===== config.mk =====
export PLATFORM = sky130hd
export DESIGN_NAME = gcd_requester
export DESIGN_NICKNAME = d
export VERILOG_FILES = /design/src/rtl/gcd_pkg.sv /design/src/rtl/gcd_req_watchdog.sv /design/src/rtl/gcd_requester.sv
export SDC_FILE = /design/constraint.sdc
export NUM_CORES = 1
export LEC_CHECK = 0
export CAP_MARGIN = 20
export CORE_MARGIN = 2
export CORE_UTILIZATION = 46
export DETAILED_ROUTE_END_ITERATION = 10
export GPL_ROUTABILITY_DRIVEN = 0
export PLACE_DENSITY = 0.89
export SKIP_CTS_REPAIR_TIMING = 1
export SYNTH_ARGS = -nofsm -noshare
export SYNTH_HDL_FRONTEND = slang
export SYNTH_SLANG_ARGS = --single-unit

===== constraint.sdc =====
create_clock -name clk -period 2.96 [get_ports clk]
set_input_delay 0.592 -clock clk [delete_from_list [all_inputs] [get_ports clk]]
set_output_delay 0.592 -clock clk [all_outputs]
set_load 0.005 [all_outputs]

===== src/rtl/gcd_pkg.sv =====
// gcd_pkg: shared width, tag and timeout defaults plus the requester FSM state type.
package gcd_pkg;

    localparam int GCD_W       = 32;
    localparam int GCD_TAG_W   = 4;
    localparam int GCD_TIMEOUT = 1024;

    typedef enum logic [1:0] {
        IDLE    = 2'd0,
        ISSUE   = 2'd1,
        RELEASE = 2'd2,
        OUTPUT  = 2'd3
    } gcd_state_t;

    // gcd(0,x) = x and gcd(0,0) = 0, so OR-ing the operands gives the answer
    // whenever at least one of them is zero.
    function automatic logic [GCD_W-1:0] gcd_bypass_value(
        input logic [GCD_W-1:0] a,
        input logic [GCD_W-1:0] b
    );
        return a | b;
    endfunction

endpackage


===== src/rtl/gcd_req_watchdog.sv =====
// gcd_req_watchdog: cycle counter that flags a gcd request stuck in ISSUE.
// Only built when GCD_REQ_TIMEOUT_EN is defined.
`ifdef GCD_REQ_TIMEOUT_EN
module gcd_req_watchdog
    import gcd_pkg::*;
#(
    parameter int TIMEOUT = GCD_TIMEOUT
) (
    input  logic clk,
    input  logic reset,
    input  logic run,
    output logic expired
);

    localparam int CNT_W = $clog2(TIMEOUT) + 1;

    logic [CNT_W-1:0] count;

    // Count cycles while run is high, restarting from zero whenever run drops
    // and holding once the limit is reached.
    always_ff @(posedge clk) begin
        if (reset || !run) begin
            count <= '0;
        end else if (!expired) begin
            count <= count + 1'b1;
        end
    end

    assign expired = run && (count == CNT_W'(TIMEOUT - 1));

endmodule
`endif


===== src/rtl/gcd_requester.sv =====
// gcd_requester: turns a valid/ready operand stream into start/done transactions
// on one gcd core and returns each result with its tag on a valid/ready stream.
// Optional feature macro: GCD_REQ_TIMEOUT_EN (abort a request after TIMEOUT
// cycles in ISSUE without done, reporting out_err=1 and out_result=0).
module gcd_requester
    import gcd_pkg::*;
#(
    parameter int W       = GCD_W,
    parameter int TAG_W   = GCD_TAG_W,
    parameter int TIMEOUT = GCD_TIMEOUT
) (
    input  logic             clk,
    input  logic             reset,
    input  logic             in_valid,
    output logic             in_ready,
    input  logic [W-1:0]     in_opa,
    input  logic [W-1:0]     in_opb,
    input  logic [TAG_W-1:0] in_tag,
    output logic [W-1:0]     gcd_opa,
    output logic [W-1:0]     gcd_opb,
    output logic             gcd_start,
    input  logic [W-1:0]     gcd_result,
    input  logic             gcd_done,
    output logic             out_valid,
    input  logic             out_ready,
    output logic [W-1:0]     out_result,
    output logic [TAG_W-1:0] out_tag,
    output logic             out_err,
    output logic             busy
);

    if (W != GCD_W || TAG_W < 1 || TIMEOUT < 2) begin : g_bad_params
        $error("gcd_requester: W must equal GCD_W, TAG_W >= 1, TIMEOUT >= 2");
    end

    gcd_state_t state;
    logic       first_issue;
    logic       accept;
    logic       timed_out;

`ifdef GCD_REQ_TIMEOUT_EN
    logic issuing;
    logic err_q;

    assign issuing = (state == ISSUE);

    gcd_req_watchdog #(
        .TIMEOUT (TIMEOUT)
    ) u_watchdog (
        .clk     (clk),
        .reset   (reset),
        .run     (issuing),
        .expired (timed_out)
    );

    assign out_err = err_q;
`else
    assign timed_out = 1'b0;
    assign out_err   = 1'b0;
`endif

    // Ready only in IDLE and never while reset is held, so nothing is accepted
    // in the reset cycle and the first cycle after reset is already ready.
    assign in_ready = (state == IDLE) && !reset;
    assign accept   = in_valid && in_ready;

    // Requester FSM: accept a pair, run it through the core (or bypass it when
    // an operand is zero), then hold the result until the consumer takes it.
    always_ff @(posedge clk) begin
        if (reset) begin
            state       <= IDLE;
            first_issue <= 1'b0;
            gcd_start   <= 1'b0;
            gcd_opa     <= '0;
            gcd_opb     <= '0;
            out_valid   <= 1'b0;
            out_result  <= '0;
            out_tag     <= '0;
            busy        <= 1'b0;
`ifdef GCD_REQ_TIMEOUT_EN
            err_q       <= 1'b0;
`endif
        end else begin
            case (state)
                IDLE: begin
                    if (accept) begin
                        out_tag <= in_tag;
                        busy    <= 1'b1;
                        if (in_opa != '0 && in_opb != '0) begin
                            gcd_opa     <= in_opa;
                            gcd_opb     <= in_opb;
                            gcd_start   <= 1'b1;
                            first_issue <= 1'b1;
                            state       <= ISSUE;
                        end else begin
                            out_result <= gcd_bypass_value(in_opa, in_opb);
                            out_valid  <= 1'b1;
                            state      <= OUTPUT;
                        end
                    end
                end

                ISSUE: begin
                    first_issue <= 1'b0;
                    if (!first_issue && gcd_done) begin
                        out_result <= gcd_result;
                        gcd_start  <= 1'b0;
                        state      <= RELEASE;
                    end else if (timed_out) begin
                        out_result <= '0;
                        gcd_start  <= 1'b0;
                        state      <= RELEASE;
`ifdef GCD_REQ_TIMEOUT_EN
                        err_q      <= 1'b1;
`endif
                    end
                end

                RELEASE: begin
                    if (!gcd_done) begin
                        out_valid <= 1'b1;
                        state     <= OUTPUT;
                    end
                end

                OUTPUT: begin
                    if (out_ready) begin
                        out_valid <= 1'b0;
                        busy      <= 1'b0;
                        state     <= IDLE;
`ifdef GCD_REQ_TIMEOUT_EN
                        err_q     <= 1'b0;
`endif
                    end
                end

                default: begin
                    state <= IDLE;
                end
            endcase
        end
    end

endmodule


==> summary.txt <==
via/cell ratio - 5.65
Crit Path Max Fanout - 16
RSZ-0062 raised after global routing - no
Post-synth top flop - dfxtp_1
wirelength, routed - 18800 µm
minimum clock period - 2.70 ns
Mapped Cells - 670
internal power - 4160 µW
CTS sink count - 106
WHS - 0.460 ns
CTS Buf Count - 9
Post-Synthesis Cell Area - 0.00612 mm²
count leader, synth - nor2b_1
Fin Setup TNS - 0 ns
count of different cell masters after synthesis - 36
H-tree levels - 3
combinational power share - 48.9%
remaining antenna violation count - 0
CP required - 2.37 ns
final setup fails - 0
Switching Share - 33.9%
R2R depth - 7
sequential share of the synthesized area - 34.7%
sequential share of power - 30.1%
pin count of the biggest net entering global routing - 89
fin crit share - 91.2%
HPWL after DPL - 13200 µm
initial DRC count - 400
max cap viols - 0
worst path cell trace - inv_1 > ha_1 > nor2b_1 > clkdlybuf4s50_1
reg2reg start - state[1]
CP Capture Type - primary output
Final Slew Violations - 0
clock root buffer - clkbuf_16
vias - 5813
Layout fillers - 1065
Final Hold Fails - 0
ant diodes - 0
Wirelength per Cell - 18.3 µm
vias in the first global route - 5595
Post-synth top cells - nor2b_1, dfxtp_1, nor3_1, mux2_2, clkbuf_1
startpoint types - flop
pre-CTS setup slack - -0.0330 ns
Mean Syn Cell Area - 9.13 µm²
layout cells sized above 1 - 12.7%
Area Growth Syn to Fin - 41.6%
Crit Path Category - reg2out
port bufs - 208
total grt overflow - 0
leakage power - 0.00325 µW
die height - 119 µm
status - finished, final reports clean
share of the synthesized area in the top cell type - 34.7%
Clk pwr share - 21.0%
number of synthesized flops with an enable pin - 0
Max IR drop VDD - 0.000534 V
Yosys top cell by area - dfxtp_1
top post-synthesis cells by area - dfxtp_1, nor2b_1, mux2_2
measured slew at the worst slew-check pin - 0.725 ns
DRC viols - 0
Clock Skew - 0.00630 ns
Max Fclk - 370 MHz
FF-to-FF setup slack - 0.51 ns
nets@finish - 958
clk_lat worst skew - 0.35 ns
CTS tree - yes
Worst EP arrival - 2.11 ns
overall power - 6300 µW
Ports - 210
RR Endpoint - out_result[4]
Syn Nets - 780
asr flop ratio synth - 0%
CP max stage delay - 0.53 ns
initial antenna violation count - 0
relative slew slack - 51.7%
hold crit path type - reg2reg
worst setup margin - 0.260 ns
worst setup path endpoint - in_ready
Core Box Area - 0.0131 mm²
clk buf depth - 2
Die Wd - 119 µm
GRT Total Usage - 26.0%
starting density of the core - 46.6%
first-pass GRT wire length - 29700 µm
die area - 0.0142 mm²
synth warn - 0
Clock Pin Slew Worst Setup and Hold Paths - 0.07 ns
Pre-antenna DRT Iters - 5
CP startpoint - state[1]
PD cells - 727 mW/mm²
register bit total from synthesis - 106
P_sw - 2130 µW
site row count - 42
Critical-path top delay cell - ha_1
## worst max-delay path: cells and delay by family (launching register included)
| family | cells | cell delay (ns) |
|---|---|---|
| buffers and inverters | 2 | 0.66 |
| adders and majority gates | 1 | 0.53 |
| DFF | 1 | 0.34 |
| and+or+nand+nor | 1 | 0.22 |
## how the worst min path moves through the flow
| stage | end | cells after the start | startpoint |
|---|---|---|---|
| 2_1_floorplan | out_tag[0] | 2 | out_tag[0] |
| 3_3_place_gp | out_tag[1] | 2 | out_tag[1] |
| 3_5_place_dp | out_tag[1] | 2 | out_tag[1] |
| 4_1_cts | out_tag[1] | 2 | out_tag[1] |
| 5_1_grt | out_tag[3] | 2 | out_tag[3] |
| 6_report | out_tag[3] | 2 | out_tag[3] |
## layout make-up
class,count,area [µm²],share of cell area [%]
inverters,4,15.0,0.173
well taps,176,220,2.54
clock inverters,4,75.1,0.867
clock buffers,12,246,2.85
multi-input cells,497,3690,42.6
repair buffers,230,2290,26.5
flip-flops and latches,106,2120,24.5
## power by group through the flow
stage	sequential (µW)	combinational, µW	clock (µW)
finish	1900	3080	1320
detailed placement	1920	3060	0
global placement	1920	3000	0
global route	1930	3320	1390
CTS	1900	3080	1340
floorplan	1930	1870	0
## flip-flops by register name (all words and copies together), names as in the netlist
name / cells
busy: 1
first_issue: 1
gcd_opa: 32
gcd_opb: 32
gcd_start: 1
out_result: 32
out_tag: 4
out_valid: 1
state: 2
## stage by stage
step	utilization (%)	area [µm²]	instances
2_1_floorplan	-	6120	670
3_3_place_gp	63.5	8340	1013
3_5_place_dp	63.5	8340	1013
4_1_cts	65.9	8660	1029
5_1_grt	65.9	8660	1029
6_report	65.9	8660	1029
## metal layers
| layer | global-route usage [%] | wire length [µm] |
|---|---|---|
| met1 | 35.8 | 8130 |
| met2 | 40.7 | 8780 |
| met3 | 5.22 | 1420 |
| met4 | 8.90 | 449 |
| met5 | 0 | 0 |
## cells by family after synthesis
| group | after synthesis | share of synthesized area (%) |
|---|---|---|
| and+or+nand+nor | 309 | 30.6 |
| DFF | 106 | 34.7 |
| muxes | 97 | 17.2 |
| AOI/OAI and AO/OA | 85 | 11.4 |
| buffers and inverters | 67 | 5.05 |
| adders and majority gates | 5 | 1.02 |
| other | 1 | 0.0613 |
## cells in the final DEF (no fill, tap or decap), drive strengths merged, types with 16 or more instances in the layout
cell type,Yosys,final
buf,14,23
and2,34,34
clkdlybuf4s50,0,207
nor3,65,65
nor2b,131,131
mux2i,33,33
mux2,64,64
o211ai,34,34
or4,35,35
dfxtp,106,106
o221ai,36,36
nor4,16,16
Power figures use the tool's default switching activity.
